## src/rtl/uart_pkg.sv

```systemverilog
// uart_pkg: definitions shared by the UART blocks.
//   rx_state_e  - receiver FSM state encoding (IDLE=0, START=1, DATA=2, STOP=3)
//   DEF_*       - default frame format and baud divider (100 MHz, 19200 baud, 16x)
package uart_pkg;

    typedef enum logic [1:0] {
        IDLE  = 2'd0,
        START = 2'd1,
        DATA  = 2'd2,
        STOP  = 2'd3
    } rx_state_e;

    localparam int DEF_DBIT    = 8;
    localparam int DEF_SB_TICK = 16;
    localparam int DEF_DVSR    = 326;
    localparam int DEF_DVSR_W  = 9;

endpackage

```

## src/rtl/baud_gen.sv

```systemverilog
// baud_gen: free-running mod-DVSR counter producing the 16x oversampling tick.
//   clk    - system clock
//   reset  - synchronous, active-high reset (count returns to 0)
//   s_tick - one-cycle pulse while the count sits at DVSR-1
// DVSR_W must be wide enough to hold DVSR-1.
module baud_gen #(
    parameter int DVSR   = 326,
    parameter int DVSR_W = 9
) (
    input  logic clk,
    input  logic reset,
    output logic s_tick
);

    localparam logic [DVSR_W-1:0] LAST = DVSR_W'(DVSR - 1);

    logic [DVSR_W-1:0] cnt_reg;

    always_ff @(posedge clk) begin
        if (reset) begin
            cnt_reg <= '0;
        end else if (cnt_reg == LAST) begin
            cnt_reg <= '0;
        end else begin
            cnt_reg <= cnt_reg + DVSR_W'(1);
        end
    end

    assign s_tick = (cnt_reg == LAST);

endmodule

```

## src/rtl/uart_rx.sv

```systemverilog
// uart_rx: 16x-oversampling 8N1 serial receiver feeding the receive FIFO.
//   clk          - system clock
//   reset        - synchronous, active-high reset; discards any partial frame
//   rx           - asynchronous serial input, idles high
//   dout         - last correctly framed byte; untouched by errors and glitches
//   rx_done_tick - one-cycle strobe, dout valid this cycle (FIFO write)
//   frame_err    - one-cycle strobe, stop bit sampled low (byte not written)
module uart_rx
    import uart_pkg::*;
#(
    parameter int DBIT    = DEF_DBIT,
    parameter int SB_TICK = DEF_SB_TICK,
    parameter int DVSR    = DEF_DVSR,
    parameter int DVSR_W  = DEF_DVSR_W
) (
    input  logic            clk,
    input  logic            reset,
    input  logic            rx,
    output logic [DBIT-1:0] dout,
    output logic            rx_done_tick,
    output logic            frame_err
);

    localparam int N_W         = (DBIT > 1) ? $clog2(DBIT) : 1;
    localparam int SYNC_STAGES = 2;

    localparam logic [N_W-1:0] N_LAST    = N_W'(DBIT - 1);
    localparam logic [3:0]     STOP_LAST = 4'(SB_TICK - 1);

    logic                   s_tick;
    logic [SYNC_STAGES-1:0] sync_reg;
    logic                   rx_s;

    rx_state_e              state_reg;
    logic [3:0]             s_reg;
    logic [N_W-1:0]         n_reg;
    logic [DBIT-1:0]        b_reg;

    baud_gen #(
        .DVSR   (DVSR),
        .DVSR_W (DVSR_W)
    ) u_baud_gen (
        .clk    (clk),
        .reset  (reset),
        .s_tick (s_tick)
    );

    // Two-flop synchronizer; resets to the idle (high) line level so a reset
    // never looks like a start edge.
    always_ff @(posedge clk) begin
        if (reset) begin
            sync_reg <= '1;
        end else begin
            sync_reg <= {sync_reg[SYNC_STAGES-2:0], rx};
        end
    end

    assign rx_s = sync_reg[SYNC_STAGES-1];

    always_ff @(posedge clk) begin
        if (reset) begin
            state_reg    <= IDLE;
            s_reg        <= '0;
            n_reg        <= '0;
            b_reg        <= '0;
            dout         <= '0;
            rx_done_tick <= 1'b0;
            frame_err    <= 1'b0;
        end else begin
            rx_done_tick <= 1'b0;
            frame_err    <= 1'b0;
            case (state_reg)
                IDLE: begin
                    // Start edge is taken without waiting for a tick.
                    if (!rx_s) begin
                        state_reg <= START;
                        s_reg     <= '0;
                    end
                end
                START: begin
                    if (s_tick) begin
                        if (s_reg == 4'd7) begin
                            // Mid-start-bit: a high line here means a glitch.
                            if (!rx_s) begin
                                state_reg <= DATA;
                                s_reg     <= '0;
                                n_reg     <= '0;
                            end else begin
                                state_reg <= IDLE;
                            end
                        end else begin
                            s_reg <= s_reg + 4'd1;
                        end
                    end
                end
                DATA: begin
                    if (s_tick) begin
                        if (s_reg == 4'd15) begin
                            s_reg <= '0;
                            b_reg <= {rx_s, b_reg[DBIT-1:1]};
                            if (n_reg == N_LAST) begin
                                state_reg <= STOP;
                            end else begin
                                n_reg <= n_reg + N_W'(1);
                            end
                        end else begin
                            s_reg <= s_reg + 4'd1;
                        end
                    end
                end
                STOP: begin
                    if (s_tick) begin
                        if (s_reg == STOP_LAST) begin
                            // Leave at mid-stop so a back-to-back start edge
                            // is seen from IDLE.
                            state_reg <= IDLE;
                            if (rx_s) begin
                                dout         <= b_reg;
                                rx_done_tick <= 1'b1;
                            end else begin
                                frame_err    <= 1'b1;
                            end
                        end else begin
                            s_reg <= s_reg + 4'd1;
                        end
                    end
                end
                default: state_reg <= IDLE;
            endcase
        end
    end

endmodule

```

## config.mk

```make
export PLATFORM = sky130hd
export DESIGN_NAME = uart_rx
export DESIGN_NICKNAME = d
export VERILOG_FILES = /design/src/rtl/uart_pkg.sv /design/src/rtl/baud_gen.sv /design/src/rtl/uart_rx.sv
export SDC_FILE = /design/constraint.sdc
export NUM_CORES = 1
export LEC_CHECK = 0
export ABC_AREA = 1
export BUFFER_PORTS_ARGS = -buffer_cell sky130_fd_sc_hd__buf_4
export CORE_ASPECT_RATIO = 2
export CORE_MARGIN = 2
export CORE_UTILIZATION = 53
export DETAILED_ROUTE_END_ITERATION = 6
export MAX_ROUTING_LAYER = met4
export PLACE_DENSITY_LB_ADDON = 0.08
export SYNTH_ARGS = -nofsm -noshare
export SYNTH_HDL_FRONTEND = slang
export SYNTH_SLANG_ARGS = --single-unit
```

## constraint.sdc

```tcl
create_clock -name clk -period 1.45 [get_ports clk]
set_input_delay 0.29 -clock clk [delete_from_list [all_inputs] [get_ports clk]]
set_output_delay 0.29 -clock clk [all_outputs]
set_load 0.05 [all_outputs]
```

==> results.sh <==
export IMPL_synth_async_sr_flop_share=0
export IMPL_critPathKind="reg2reg"
export IMPL_final_util=0.726
export IMPL_path_clk_slew_ps=80
export IMPL_worstMarginPinSlew_ps=286
export IMPL_crit_fanout=6
export IMPL_leakagePower_nw=0.989
export IMPL_die_w_um=44.6
export IMPL_synth_largest_area_cell="dfxtp_1"
export IMPL_peakVddDrop_v=0.000812
export IMPL_post_drt_via_cell_ratio=5.15
export IMPL_post_route_period_util=0.967
export IMPL_synth_top_area_share=0.436
export IMPL_vias=1556
export IMPL_ys_flop_type="dfxtp_1"
export IMPL_track_usage=0.221
export IMPL_synthTopCellsByArea="dfxtp_1 44%, nand2_1 8.8%, inv_1 7.8%, a21oi_1 6.9%, nor2_1 5.0%"
export IMPL_drive_gt1_frac=0.351
export IMPL_required_ps=1640
export IMPL_dieArea_sq_um=3790
export IMPL_power_total_mw=2.18
export IMPL_fill_cells=265
export IMPL_grt_max_degree=17
export IMPL_post_route_min_period_ps=1400
export IMPL_p_per_area_nw_per_um2=949
export IMPL_design_area_sq_um=2290
export IMPL_antenna_left=0
export IMPL_critPathCaptureType="register"
export IMPL_area_growth_pct=31.4
export IMPL_largest_reg_flops=9
export IMPL_core_area_sq_um=3160
export IMPL_clockBufferDepth=2
export IMPL_multi_input_area_sq_um=940
export IMPL_synth_top_cells_by_count="41 x nand2_1, 38 x dfxtp_1, 36 x inv_1"
export IMPL_syn_num_nets=239
export IMPL_timing_fmax_mhz=713
export IMPL_worstSkewPairLatency_ps=290
export IMPL_finClkSkew_ps=6.99
export IMPL_dp_hpwl_um=2710
export IMPL_fin_hold_ws_ps=187
export IMPL_rsz0062_at_grt="true"
export IMPL_synth_edff_count=0
export IMPL_drv_cap=0
export IMPL_antenna_found_initial=0
export IMPL_cp_arrival_ps=1590
export IMPL_hold_class="in2reg"
export IMPL_grt_pass1_wl_um=6040
export IMPL_slew_headroom=0.809
export IMPL_io_buffers=12
export IMPL_htreeDepth=2
export IMPL_hold_violations=0
export IMPL_dpl_cell_area_sq_um=2030
export IMPL_dr_pass1_iters=4
export IMPL_regArea_sq_um=773
export IMPL_drc_errors=0
export IMPL_synth_most_common_cell="nand2_1"
export IMPL_dr_first_iter_drc_count=30
export IMPL_setup_tns_ps=0
export IMPL_start_kind="register"
export IMPL_yosysUniqueCellTypes=27
export IMPL_ios=13
export IMPL_syn_inst=231
export IMPL_syn_avg_cell_area_sq_um=7.55
export IMPL_place_gp_congestion=0.867
export IMPL_netlist_area_sq_um=1740
export IMPL_n_antenna_cell=0
export IMPL_cts_sinks=38
export IMPL_drv_slew=0
export IMPL_grt_pass1_vias=1448
export IMPL_cts_buffers=5
export IMPL_rows=29
export IMPL_gr_total_overflow=0
export IMPL_cts_tree="yes"
export IMPL_status="completed"
export IMPL_setup_viol=0
export IMPL_root_buffer="clkbuf_8"
export IMPL_die_h_um=85.1
export IMPL_seq_area_frac_synth=0.436
export IMPL_wl_per_cell_um=12.4
export IMPL_fin_nets=278
export IMPL_ys_warn_count=0
export IMPL_ys_seq_elements=38
export IMPL_wl_um=3740
export IMPL_start_util=0.552
## through the flow
stage | setup slack, ps | cells
after detailed placement | -137 | 293
after global routing | -48.0 | 302
final | 48.0 | 302
after global placement | -118 | 293
after CTS | 9.99 | 301
after floorplan | 16.5 | 231
## routing by layer
layer	global-route usage	vias to the layer above	part of all wire
met3	0.0404	15	0.016
met1	0.231	715	0.37
met2	0.353	16	0.56
met4	0.157	0	0.052
li1	-	810	-
met5	-	-	0
## repair_timing
item / 4_1_cts / 5_1_grt
endpoints found under the setup margin: 24 / 28
setup buffers: 0 / 1
hold buffers: 0 / 0
pin swaps: 0 / 11
resized for setup: 10 / 37
## logic make-up (layout without fill, tap and decap cells)
| kind of cell | count (synthesis) | count (layout) | synth area share |
|---|---|---|---|
| buf+inv | 45 | 85 | 0.108 |
| simple gates | 94 | 94 | 0.260 |
| compound gates | 46 | 46 | 0.145 |
| xor+xnor | 3 | 3 | 0.0151 |
| flops | 38 | 38 | 0.436 |
| fa+ha+maj | 5 | 5 | 0.0359 |
## worst paths after layout
check                                    to                  start  cells after the start  slack, ps
worst min register to register  sync_reg[1]            sync_reg[0]                      1        420
worst max register to register     n_reg[1]  u_baud_gen.cnt_reg[1]                     10         50
worst min-delay path            sync_reg[0]                     rx                      2        190
worst max-delay path               n_reg[1]  u_baud_gen.cnt_reg[1]                     10         50
## power by group
part / switching, mW / total, mW / internal (mW)
combinational: 0.192 / 0.327 / 0.135
clock: 0.359 / 0.743 / 0.384
sequential: 0.0308 / 1.11 / 1.07
## critical path, cell delays in order (launching register included)
cell     delay (ps)
dfxtp_2         320
inv_2            60
ha_4            130
nand2_4          50
nor2_4          100
nand2_4          90
buf_6           130
a21oi_4         220
nand3_1         100
nand2_1          70
nor2_1           40
## area by class of cell
cell class                      count  area share
Clock inverter                      1     0.00218
Multi-Input combinational cell    148       0.410
Tap cell                           31      0.0169
Sequential cell                    38       0.338
Timing Repair Buffer               38       0.132
Clock buffer                        7      0.0377
Inverter                           39      0.0639
## placed cells by master, fill, tap and decap left out
cell,n
nor2_4,4
nor3_4,1
nor3_1,2
nor2_2,3
o21ai_1,3
nand4_1,4
clkbuf_1,1
nor2_8,1
nand2_1,38
clkinv_2,1
inv_2,8
o21ai_2,2
nor3_2,1
a21oi_4,1
clkbuf_8,6
buf_4,36
inv_1,31
xor2_1,2
or2_2,3
dfxtp_4,1
nor3b_1,1
buf_12,1
ha_4,4
nand3_4,2
xnor2_1,1
nor2_1,17
buf_6,1
a21oi_1,24
a21oi_2,3
ha_2,1
o21ai_0,13
dfxtp_1,30
nand2_4,3
dfxtp_2,7
nand3_1,9
nand2_2,1
nand3_2,4
(Power assumes the default switching activity.)
